===== src/rtl/hazard_unit_pkg.sv =====
// Shared types for hazard_unit: forward-select and FSM encodings, stage-control bundle.
package hazard_unit_pkg;

    typedef enum logic [1:0] {
        FWD_REG = 2'd0,
        FWD_EX  = 2'd1,
        FWD_MEM = 2'd2,
        FWD_WB  = 2'd3
    } fwd_e;

    typedef enum logic {
        RUN      = 1'b0,
        MEM_WAIT = 1'b1
    } state_e;

    typedef struct packed {
        logic pc_we;
        logic ifid_we;
        logic ifid_flush;
        logic idex_we;
        logic idex_flush;
        logic exmem_we;
    } ctrl_t;

    localparam ctrl_t CTRL_HOLD  = ctrl_t'(6'b000000);
    localparam ctrl_t CTRL_RESET = ctrl_t'(6'b001010);

    // Control for a cycle where memory is ready: a redirect beats a load-use bubble.
    function automatic ctrl_t resolve_ctrl(input logic flush, input logic load_use);
        ctrl_t c;
        if (flush)
            c = ctrl_t'(6'b111111);
        else if (load_use)
            c = ctrl_t'(6'b000111);
        else
            c = ctrl_t'(6'b110101);
        return c;
    endfunction

endpackage


===== src/rtl/hazard_unit_if.sv =====
// Pipeline-hazard signal bundle between the datapath (master) and hazard_unit (slave).
interface hazard_unit_if;
    logic [4:0]  id_rs;
    logic [4:0]  id_rt;
    logic [4:0]  ex_dst;
    logic        ex_reg_write;
    logic        ex_mem_read;
    logic [4:0]  mem_dst;
    logic        mem_reg_write;
    logic [4:0]  wb_dst;
    logic        wb_reg_write;
    logic        branch_taken;
    logic        dmem_busy;
    logic [1:0]  ctrl_rs;
    logic [1:0]  ctrl_rt;
    logic        pc_we;
    logic        ifid_we;
    logic        ifid_flush;
    logic        idex_we;
    logic        idex_flush;
    logic        exmem_we;
    logic [31:0] stall_cycles;

    modport master (
        output id_rs, id_rt, ex_dst, ex_reg_write, ex_mem_read, mem_dst, mem_reg_write,
               wb_dst, wb_reg_write, branch_taken, dmem_busy,
        input  ctrl_rs, ctrl_rt, pc_we, ifid_we, ifid_flush, idex_we, idex_flush,
               exmem_we, stall_cycles
    );

    modport slave (
        input  id_rs, id_rt, ex_dst, ex_reg_write, ex_mem_read, mem_dst, mem_reg_write,
               wb_dst, wb_reg_write, branch_taken, dmem_busy,
        output ctrl_rs, ctrl_rt, pc_we, ifid_we, ifid_flush, idex_we, idex_flush,
               exmem_we, stall_cycles
    );
endinterface


===== src/rtl/hazard_unit_fwd_sel.sv =====
// Operand forward select: youngest writing stage wins; register 0 never forwards.
module fwd_sel
    import hazard_unit_pkg::*;
(
    input  logic [4:0] i_src,
    input  logic [4:0] i_ex_dst,
    input  logic       i_ex_we,
    input  logic [4:0] i_mem_dst,
    input  logic       i_mem_we,
    input  logic [4:0] i_wb_dst,
    input  logic       i_wb_we,
    output fwd_e       o_sel
);
    always_comb begin
        o_sel = FWD_REG;
        if (i_src != '0) begin
            if (i_ex_we && (i_ex_dst == i_src))
                o_sel = FWD_EX;
            else if (i_mem_we && (i_mem_dst == i_src))
                o_sel = FWD_MEM;
            else if (i_wb_we && (i_wb_dst == i_src))
                o_sel = FWD_WB;
        end
    end
endmodule


===== src/rtl/hazard_unit.sv =====
// Pipeline hazard unit: operand forwarding, load-use stall, branch flush, dmem wait.
// Optional HAZARD_PERF_EN adds a free-running stall-cycle counter.
module hazard_unit
    import hazard_unit_pkg::*;
(
    input  logic           clk,
    input  logic           reset,
    hazard_unit_if.slave   hz
);
    state_e r_state, w_state_nxt;
    logic   r_pend_flush, w_pend_flush_nxt;
    logic   w_load_use;
    ctrl_t  w_ctrl;
    fwd_e   w_fwd_rs, w_fwd_rt;

    fwd_sel u_fwd_rs (
        .i_src(hz.id_rs), .i_ex_dst(hz.ex_dst), .i_ex_we(hz.ex_reg_write),
        .i_mem_dst(hz.mem_dst), .i_mem_we(hz.mem_reg_write),
        .i_wb_dst(hz.wb_dst), .i_wb_we(hz.wb_reg_write), .o_sel(w_fwd_rs)
    );

    fwd_sel u_fwd_rt (
        .i_src(hz.id_rt), .i_ex_dst(hz.ex_dst), .i_ex_we(hz.ex_reg_write),
        .i_mem_dst(hz.mem_dst), .i_mem_we(hz.mem_reg_write),
        .i_wb_dst(hz.wb_dst), .i_wb_we(hz.wb_reg_write), .o_sel(w_fwd_rt)
    );

    assign hz.ctrl_rs = w_fwd_rs;
    assign hz.ctrl_rt = w_fwd_rt;

    assign w_load_use = hz.ex_mem_read && (hz.ex_dst != '0) &&
                        ((hz.ex_dst == hz.id_rs) || (hz.ex_dst == hz.id_rt));

    always_ff @(posedge clk or negedge reset) begin
        if (!reset) begin
            r_state      <= RUN;
            r_pend_flush <= 1'b0;
        end else begin
            r_state      <= w_state_nxt;
            r_pend_flush <= w_pend_flush_nxt;
        end
    end

    always_comb begin
        w_state_nxt      = r_state;
        w_pend_flush_nxt = r_pend_flush;
        w_ctrl           = CTRL_HOLD;
        if (!reset) begin
            w_ctrl = CTRL_RESET;
        end else begin
            unique case (r_state)
                RUN: begin
                    if (hz.dmem_busy) begin
                        w_pend_flush_nxt = hz.branch_taken;
                        w_state_nxt      = MEM_WAIT;
                    end else begin
                        w_ctrl = resolve_ctrl(hz.branch_taken, w_load_use);
                    end
                end
                MEM_WAIT: begin
                    if (hz.dmem_busy) begin
                        w_pend_flush_nxt = r_pend_flush | hz.branch_taken;
                    end else begin
                        // A redirect seen while memory stalled is applied on release.
                        w_ctrl           = resolve_ctrl(r_pend_flush | hz.branch_taken, w_load_use);
                        w_pend_flush_nxt = 1'b0;
                        w_state_nxt      = RUN;
                    end
                end
                default: w_state_nxt = RUN;
            endcase
        end
    end

    assign hz.pc_we      = w_ctrl.pc_we;
    assign hz.ifid_we    = w_ctrl.ifid_we;
    assign hz.ifid_flush = w_ctrl.ifid_flush;
    assign hz.idex_we    = w_ctrl.idex_we;
    assign hz.idex_flush = w_ctrl.idex_flush;
    assign hz.exmem_we   = w_ctrl.exmem_we;

`ifdef HAZARD_PERF_EN
    logic [31:0] r_stall_cycles;

    always_ff @(posedge clk or negedge reset) begin
        if (!reset)
            r_stall_cycles <= '0;
        else if (!w_ctrl.pc_we)
            r_stall_cycles <= r_stall_cycles + 32'd1;
    end

    assign hz.stall_cycles = r_stall_cycles;
`else
    assign hz.stall_cycles = '0;
`endif

endmodule


===== src/flat_wrapper.sv =====
// flat-port wrapper written by rule: the top's interface ports become plain ports
module hazard_unit_flat import hazard_unit_pkg::*;
  (clk, reset, hz_id_rs, hz_id_rt, hz_ex_dst, hz_ex_reg_write, hz_ex_mem_read, hz_mem_dst, hz_mem_reg_write, hz_wb_dst, hz_wb_reg_write, hz_branch_taken, hz_dmem_busy, hz_ctrl_rs, hz_ctrl_rt, hz_pc_we, hz_ifid_we, hz_ifid_flush, hz_idex_we, hz_idex_flush, hz_exmem_we, hz_stall_cycles);
  hazard_unit_if hz_i ();
  input  logic clk;
  input  logic reset;
  input wire logic [$bits(hz_i.id_rs)-1:0] hz_id_rs;
  input wire logic [$bits(hz_i.id_rt)-1:0] hz_id_rt;
  input wire logic [$bits(hz_i.ex_dst)-1:0] hz_ex_dst;
  input wire logic [$bits(hz_i.ex_reg_write)-1:0] hz_ex_reg_write;
  input wire logic [$bits(hz_i.ex_mem_read)-1:0] hz_ex_mem_read;
  input wire logic [$bits(hz_i.mem_dst)-1:0] hz_mem_dst;
  input wire logic [$bits(hz_i.mem_reg_write)-1:0] hz_mem_reg_write;
  input wire logic [$bits(hz_i.wb_dst)-1:0] hz_wb_dst;
  input wire logic [$bits(hz_i.wb_reg_write)-1:0] hz_wb_reg_write;
  input wire logic [$bits(hz_i.branch_taken)-1:0] hz_branch_taken;
  input wire logic [$bits(hz_i.dmem_busy)-1:0] hz_dmem_busy;
  output wire logic [$bits(hz_i.ctrl_rs)-1:0] hz_ctrl_rs;
  output wire logic [$bits(hz_i.ctrl_rt)-1:0] hz_ctrl_rt;
  output wire logic [$bits(hz_i.pc_we)-1:0] hz_pc_we;
  output wire logic [$bits(hz_i.ifid_we)-1:0] hz_ifid_we;
  output wire logic [$bits(hz_i.ifid_flush)-1:0] hz_ifid_flush;
  output wire logic [$bits(hz_i.idex_we)-1:0] hz_idex_we;
  output wire logic [$bits(hz_i.idex_flush)-1:0] hz_idex_flush;
  output wire logic [$bits(hz_i.exmem_we)-1:0] hz_exmem_we;
  output wire logic [$bits(hz_i.stall_cycles)-1:0] hz_stall_cycles;
  assign hz_i.id_rs = hz_id_rs;
  assign hz_i.id_rt = hz_id_rt;
  assign hz_i.ex_dst = hz_ex_dst;
  assign hz_i.ex_reg_write = hz_ex_reg_write;
  assign hz_i.ex_mem_read = hz_ex_mem_read;
  assign hz_i.mem_dst = hz_mem_dst;
  assign hz_i.mem_reg_write = hz_mem_reg_write;
  assign hz_i.wb_dst = hz_wb_dst;
  assign hz_i.wb_reg_write = hz_wb_reg_write;
  assign hz_i.branch_taken = hz_branch_taken;
  assign hz_i.dmem_busy = hz_dmem_busy;
  assign hz_ctrl_rs = hz_i.ctrl_rs;
  assign hz_ctrl_rt = hz_i.ctrl_rt;
  assign hz_pc_we = hz_i.pc_we;
  assign hz_ifid_we = hz_i.ifid_we;
  assign hz_ifid_flush = hz_i.ifid_flush;
  assign hz_idex_we = hz_i.idex_we;
  assign hz_idex_flush = hz_i.idex_flush;
  assign hz_exmem_we = hz_i.exmem_we;
  assign hz_stall_cycles = hz_i.stall_cycles;
  hazard_unit u_core (.clk(clk), .reset(reset), .hz(hz_i));
endmodule

===== config.mk =====
export PLATFORM = sky130hd
export DESIGN_NAME = hazard_unit_flat
export DESIGN_NICKNAME = d
export VERILOG_FILES = /design/src/rtl/hazard_unit_pkg.sv /design/src/rtl/hazard_unit_if.sv /design/src/rtl/hazard_unit_fwd_sel.sv /design/src/rtl/hazard_unit.sv /design/src/flat_wrapper.sv
export SDC_FILE = /design/constraint.sdc
export NUM_CORES = 1
export LEC_CHECK = 0
export BUFFER_PORTS_ARGS = -buffer_cell sky130_fd_sc_hd__buf_2
export CAP_MARGIN = 0
export CORE_UTILIZATION = 40
export DETAILED_ROUTE_END_ITERATION = 10
export PLACE_DENSITY = 0.86
export RECOVER_POWER = 50
export SKIP_LAST_GASP = 1
export SLEW_MARGIN = 20
export SYNTH_ARGS = -nofsm -noshare
export SYNTH_HDL_FRONTEND = slang
export SYNTH_SLANG_ARGS = --single-unit

===== constraint.sdc =====
create_clock -name clk -period 3 [get_ports clk]
set_input_delay 0.45 -clock clk [delete_from_list [all_inputs] [get_ports clk]]
set_output_delay 0.45 -clock clk [all_outputs]
set_load 0.05 [all_outputs]

==> flow_metrics.env, run 1 <==
export IMPL_critical_path_max_stage_delay_ns=0.39
export IMPL_grtUsageMet3_pct=2.69
export IMPL_finalNetCount=180
export IMPL_critical_path_launch_point="hz_id_rt[4]"
export IMPL_worst_ep_arrival_time_ns=1.85
export IMPL_most_common_layout_cells="38 x sky130_fd_sc_hd__buf_2, 32 x sky130_fd_sc_hd__conb_1, 20 x sky130_fd_sc_hd__xor2_1"
export IMPL_io_buffer_count=42
export IMPL_router_iterations_before_antenna_repair=4
export IMPL_grt_util_all_layers_pct=16.4
export IMPL_cts_resized=0
export IMPL_cts_hold_repair_buffers=0
export IMPL_timing_hold_ws_ns=0.0798
export IMPL_tritoncts_num_buffers=3
export IMPL_worst_slew_pin_transition_ns=0.594
export IMPL_first_global_vias=659
export IMPL_vias=784
export IMPL_critPathRequiredTime_ns=2.55
export IMPL_max_clock_path_buffers=2
export IMPL_post_cts_repair_timing_setup_buffer_count=0
export IMPL_mostFrequentLayoutCell="sky130_fd_sc_hd__buf_2"
export IMPL_worst_clock_skew_ns=0.00383
export IMPL_clock_tree_htree_level_count=1
export IMPL_areaGrowthSynthToFinish_pct=14.7
export IMPL_first_pass_grt_wire_length_um=2580
export IMPL_post_route_cells_drive_above_1_share_pct=31.0
export IMPL_via_count_normalized_by_instance_count=4.61
export IMPL_layout_filler_cells=185
export IMPL_final_hold_violation_count=0
export IMPL_grt_max_degree=8
export IMPL_timing_critical_path_max_delay_family="simple AND/OR/NAND/NOR gates"
export IMPL_final_period_minus_worst_setup_slack_ns=2.30
export IMPL_worst_skew_pair_late_latency_ns=0.22
export IMPL_max_cap_viol_count=0
export IMPL_die_area_um2=2230
export IMPL_timing_rr_start="u_core.r_state"
export IMPL_grt_busiest_layer="met2"
export IMPL_die_height_um=47.2
export IMPL_placement_setup_worst_slack_ns=0.720
export IMPL_synth_sequential_area_ratio_pct=6.12
export IMPL_start_kind="primary input"
export IMPL_placementRows=15
export IMPL_final_setup_viol_count=0
export IMPL_num_antenna_cells=0
export IMPL_clkTransAtPathRegs_ns=0.03
export IMPL_cp_buffers_inverters=2
export IMPL_drc=0
export IMPL_detailed_place_hpwl_um=1630
export IMPL_gr_usage_met2_pct=28.8
export IMPL_cp_cell_sequence="buf_2 -> xnor2_1 -> nand3_1 -> nor3_1 -> o221ai_1 -> o21a_1 -> buf_2"
export IMPL_cts_root_buffer_cell="sky130_fd_sc_hd__clkbuf_4"
export IMPL_fin_setup_tns_ns=0
export IMPL_timing_critical_path_fanout_max=4
export IMPL_cpMostUsedCell="sky130_fd_sc_hd__buf_2"
export IMPL_core_region_area_um2=1820
export IMPL_ys_seq_elements=2
export IMPL_design_portCount=75
export IMPL_power_ir_vdd_worst_mv=0.197
export IMPL_synth_cells=103
export IMPL_wl_um=1820
export IMPL_synth_avg_cell_area_um2=7.94
export IMPL_tritoncts="built"
export IMPL_worstSetupPathType="primary input to primary output"
export IMPL_clock_sinks=2
export IMPL_timing_final_crit_share_pct=76.7
export IMPL_rsz0062_at_grt="false"
export IMPL_drv_slew=0
export IMPL_cp_slowest_cell="sky130_fd_sc_hd__nor3_1"
export IMPL_chip_width_um=47.2
export IMPL_final_antenna_net_count=0
export IMPL_total_gr_overflow=0
export IMPL_post_drt_wl_per_cell_um=10.7
export IMPL_synth_cell_area_um2=818
export IMPL_yosysWarningCount=0
export IMPL_leakage_nw=0.481
export IMPL_number_of_drc_markers_in_iteration_0=6
export IMPL_final_critical_path_setup_slack_ns=0.698
export IMPL_gp_congestion=0.880
export IMPL_floorplan_initialDensity_pct=44.9
export IMPL_powerDensity_nw_per_um2=328
export IMPL_outcome="completed"
export IMPL_timing_max_slew_rel_slack_pct=60.6
export IMPL_synth_cell_types=24
export IMPL_critical_path_endpoint_type="primary output"
export IMPL_post_layout_total_power_mw=0.308
export IMPL_grt_use_met1_pct=19.5
export IMPL_max_freq_ghz=0.434
export IMPL_initial_antenna_violation_count=0
export IMPL_worstHoldPathType="primary input to async pin"
## layout make-up
cell class | instances | area (um2) | area share [%]
Multi-Input combinational cell | 98 | 629 | 67.1
Timing Repair Buffer | 42 | 205 | 21.9
Sequential cell | 2 | 50.0 | 5.33
Tap cell | 25 | 31.3 | 3.33
Clock buffer | 3 | 22.5 | 2.40
## registers in the layout, summed over array words and instances, names as in the netlist
register / cells
u_core.r_pend_flush: 1
u_core.r_state: 1
## per-layer routing
layer  part of all wire [%]  vias up  wire length, um
li1                       -      371                -
met3                    7.8        0              143
met1                     40      367              722
met5                      0        -                0
met4                      0        0                0
met2                     53       46              958
## kinds of logic after synthesis
group           Yosys count  share of synthesized area [%]
buf+inv                  34                           31.2
xor+xnor                 30                           32.1
mux                       1                           1.38
flops                     2                           6.12
other cells               1                          0.458
compound gates           13                           11.5
simple gates             22                           17.3
## path summary, 6_finish.rpt
check,end,slack [ns],cells after the start
worst max register to register,u_core.r_pend_flush,2.07,2
worst min-delay path,u_core.r_pend_flush,0.08,1
worst min register to register,u_core.r_pend_flush,0.56,1
worst max-delay path,hz_pc_we,0.70,7
max in group asynchronous,u_core.r_state,2.69,1
min in group clk,u_core.r_pend_flush,0.53,2
## through the flow
step                utilization (%)  std cells  instance area [um2]
global route                   51.5        170                  938
global placement               50.6        167                  921
finish                         51.5        170                  938
CTS                            51.8        170                  943
detailed placement             50.6        167                  921
floorplan                         -        134                  935
## worst reg2reg max path, stage by stage, from the launching register on
cell                      delay, ns
sky130_fd_sc_hd__dfrtp_1       0.41
sky130_fd_sc_hd__a22o_1        0.22
sky130_fd_sc_hd__a22o_1        0.18
## synthesized netlist by cell type
cell type	number	area, um2
sky130_fd_sc_hd__nor4_2	2	25.0
sky130_fd_sc_hd__and3_1	2	12.5
sky130_fd_sc_hd__nand3_1	4	20.0
sky130_fd_sc_hd__nor3_2	1	10.0
sky130_fd_sc_hd__nor2_1	4	15.0
sky130_fd_sc_hd__nor3_1	1	5.00
sky130_fd_sc_hd__a21o_1	1	7.51
sky130_fd_sc_hd__o21a_1	1	7.51
sky130_fd_sc_hd__a22o_1	2	17.5
sky130_fd_sc_hd__dfrtp_1	2	50.1
sky130_fd_sc_hd__conb_1	1	3.75
sky130_fd_sc_hd__a21oi_1	1	5.00
sky130_fd_sc_hd__a211oi_1	2	15.0
sky130_fd_sc_hd__a22oi_1	2	15.0
sky130_fd_sc_hd__xor2_1	20	175
sky130_fd_sc_hd__mux2_2	1	11.3
sky130_fd_sc_hd__or4_1	3	22.5
sky130_fd_sc_hd__o221ai_1	1	8.76
sky130_fd_sc_hd__nor2b_1	3	18.8
sky130_fd_sc_hd__buf_4	34	255
sky130_fd_sc_hd__o21ai_0	2	10.0
sky130_fd_sc_hd__nor4_1	2	12.5
sky130_fd_sc_hd__o21bai_1	1	7.51
sky130_fd_sc_hd__xnor2_1	10	87.6
## report_power, final
group,internal [mW],switching (mW),leakage (nW)
Clock,0.0441,0.0149,0.0138
Sequential,0.0310,0.00419,0.0239
Combinational,0.0509,0.163,0.443
Total,0.126,0.182,0.481
Note: power is estimated with default switching activity, not from simulation.
==> run 2, diff against run 1 <==
--- a/config.mk
+++ b/config.mk
@@ -7,9 +7,9 @@
 export LEC_CHECK = 0
 export BUFFER_PORTS_ARGS = -buffer_cell sky130_fd_sc_hd__buf_2
 export CAP_MARGIN = 0
-export CORE_UTILIZATION = 40
+export CORE_UTILIZATION = 34
 export DETAILED_ROUTE_END_ITERATION = 10
-export PLACE_DENSITY = 0.86
+export PLACE_DENSITY = 0.78
 export RECOVER_POWER = 50
 export SKIP_LAST_GASP = 1
 export SLEW_MARGIN = 20
==> constraint.sdc (replaced) <==
create_clock -name clk -period 1.9 [get_ports clk]
set_input_delay 0.285 -clock clk [delete_from_list [all_inputs] [get_ports clk]]
set_output_delay 0.285 -clock clk [all_outputs]
set_load 0.05 [all_outputs]
==> flow_metrics.env, run 2 (synthesis gave the netlist of run 1 again) <==
export IMPL_outcome="completed"
export IMPL_io_buffer_count=42
export IMPL_tritoncts_num_buffers=3
export IMPL_worst_clock_skew_ns=0.00295
export IMPL_number_of_drc_markers_in_iteration_0=11
export IMPL_wl_um=1890
export IMPL_finalNetCount=191
export IMPL_first_global_vias=676
export IMPL_drv_slew=0
export IMPL_vias=792
export IMPL_layout_top_registers="u_core.r_pend_flush x1, u_core.r_state x1"
export IMPL_max_cap_viol_count=0
export IMPL_cp_slowest_cell="sky130_fd_sc_hd__a211oi_2"
export IMPL_areaGrowthSynthToFinish_pct=36.1
export IMPL_final_hold_violation_count=0
export IMPL_core_region_area_um2=2230
export IMPL_post_route_cells_drive_above_1_share_pct=43.6
export IMPL_post_drt_wl_per_cell_um=10.3
export IMPL_cts_root_buffer_cell="sky130_fd_sc_hd__clkbuf_4"
export IMPL_grt_max_degree=8
export IMPL_via_count_normalized_by_instance_count=4.30
export IMPL_start_kind="primary input"
export IMPL_timing_hold_ws_ns=0.379
export IMPL_worstSetupPathType="primary input to primary output"
export IMPL_die_area_um2=2610
export IMPL_critical_path_max_stage_delay_ns=0.26
export IMPL_die_height_um=51.1
export IMPL_clock_sinks=2
export IMPL_tritoncts="built"
export IMPL_final_period_minus_worst_setup_slack_ns=1.84
export IMPL_power_ir_vdd_worst_mv=0.267
export IMPL_most_common_layout_cells="32 x sky130_fd_sc_hd__conb_1, 32 x sky130_fd_sc_hd__buf_2, 20 x sky130_fd_sc_hd__xor2_1"
export IMPL_worstHoldPathType="primary input to flop"
export IMPL_worst_ep_arrival_time_ns=1.55
export IMPL_layout_filler_cells=239
export IMPL_critical_path_endpoint_type="primary output"
export IMPL_router_iterations_before_antenna_repair=4
export IMPL_max_clock_path_buffers=2
export IMPL_num_antenna_cells=0
export IMPL_worst_skew_pair_late_latency_ns=0.22
export IMPL_grt_util_all_layers_pct=14.4
export IMPL_fin_setup_tns_ns=0
export IMPL_powerDensity_nw_per_um2=467
export IMPL_rsz0062_at_grt="true"
export IMPL_final_setup_viol_count=0
export IMPL_cpMostUsedCell="sky130_fd_sc_hd__buf_4"
export IMPL_first_pass_grt_wire_length_um=2890
export IMPL_max_freq_ghz=0.545
export IMPL_gp_congestion=0.727
export IMPL_critPathRequiredTime_ns=1.62
export IMPL_clkTransAtPathRegs_ns=0.03
export IMPL_detailed_place_hpwl_um=1670
export IMPL_placementRows=17
export IMPL_timing_final_crit_share_pct=96.7
export IMPL_post_layout_total_power_mw=0.520
export IMPL_drc=0
export IMPL_final_antenna_net_count=0
export IMPL_total_gr_overflow=0
export IMPL_initial_antenna_violation_count=0
export IMPL_chip_width_um=51.1
export IMPL_multiInputGateArea_um2=676
export IMPL_final_seq_area_um2=50.0
export IMPL_clock_tree_htree_level_count=1
export IMPL_cp_cell_sequence="buf_2 -> buf_4 -> xnor2_2 -> nand3_1 -> nor3_2 -> buf_4 -> buf_4 -> a211oi_2 -> buf_6"
export IMPL_floorplan_initialDensity_pct=36.6
export IMPL_leakage_nw=0.568
export IMPL_design_portCount=75
export IMPL_timing_critical_path_fanout_max=3
-- run 2: worst max-delay path, delay by kind of cell --
family	cells	cell delay [ns]
AOI/OAI and AO/OA	1	0.26
xor gates and xnor gates	1	0.12
buffers and inverters	5	0.72
and+or+nand+nor	2	0.16
-- run 2: through the flow --
stage               std cells  utilization, %  worst slack, ns  cell area, um2
finish                    184            49.9           0.0635            1110
CTS                       183            47.2          -0.0121            1050
detailed placement        179            45.0          -0.0787            1010
floorplan                 134               -           -0.133             948
global placement          179            45.0          -0.0511            1010
global route              184            49.9          -0.0210            1110
-- run 2: what timing repair did --
action,in CTS,in global routing
setup buffers,0,1
hold buffers,1,0
gates resized for setup,5,14
endpoints found under the hold margin,2,0
pin swaps,0,6
setup endpoints to repair,5,7
-- run 2: routing by layer --
layer / vias up / GRT usage (%) / routed length, um
li1: 394 / - / -
met1: 352 / 15.3 / 746
met2: 46 / 28.5 / 1000
met3: 0 / 2.98 / 145
met4: 0 / 2.78 / 0
met5: - / 0 / 0
-- run 2: path summary, 6_finish.rpt --
path	start	slack, ns	depth (start not counted)	to
worst max-delay path	hz_id_rs[2]	0.06	9	hz_ctrl_rs[1]
worst min-delay path	hz_dmem_busy	0.38	2	u_core.r_pend_flush
worst max register to register	u_core.r_state	0.99	2	u_core.r_pend_flush
worst min register to register	u_core.r_pend_flush	0.58	1	u_core.r_pend_flush
max in group asynchronous	reset	1.35	2	u_core.r_state
min in group asynchronous	reset	0.41	2	u_core.r_pend_flush
-- run 2: layout make-up --
cell class / count / share of cell area (%)
multi-input combinational: 98 / 60.7
timing repair buffer: 53 / 29.7
sequential: 2 / 4.49
clock buffer: 3 / 2.02
tap: 28 / 3.15
-- run 2: power breakdown --
group / internal, mW / switching, mW / total, mW
combinational: 0.106 / 0.265 / 0.371
clock: 0.0696 / 0.0229 / 0.0924
sequential: 0.0489 / 0.00705 / 0.0560
total: 0.225 / 0.295 / 0.520
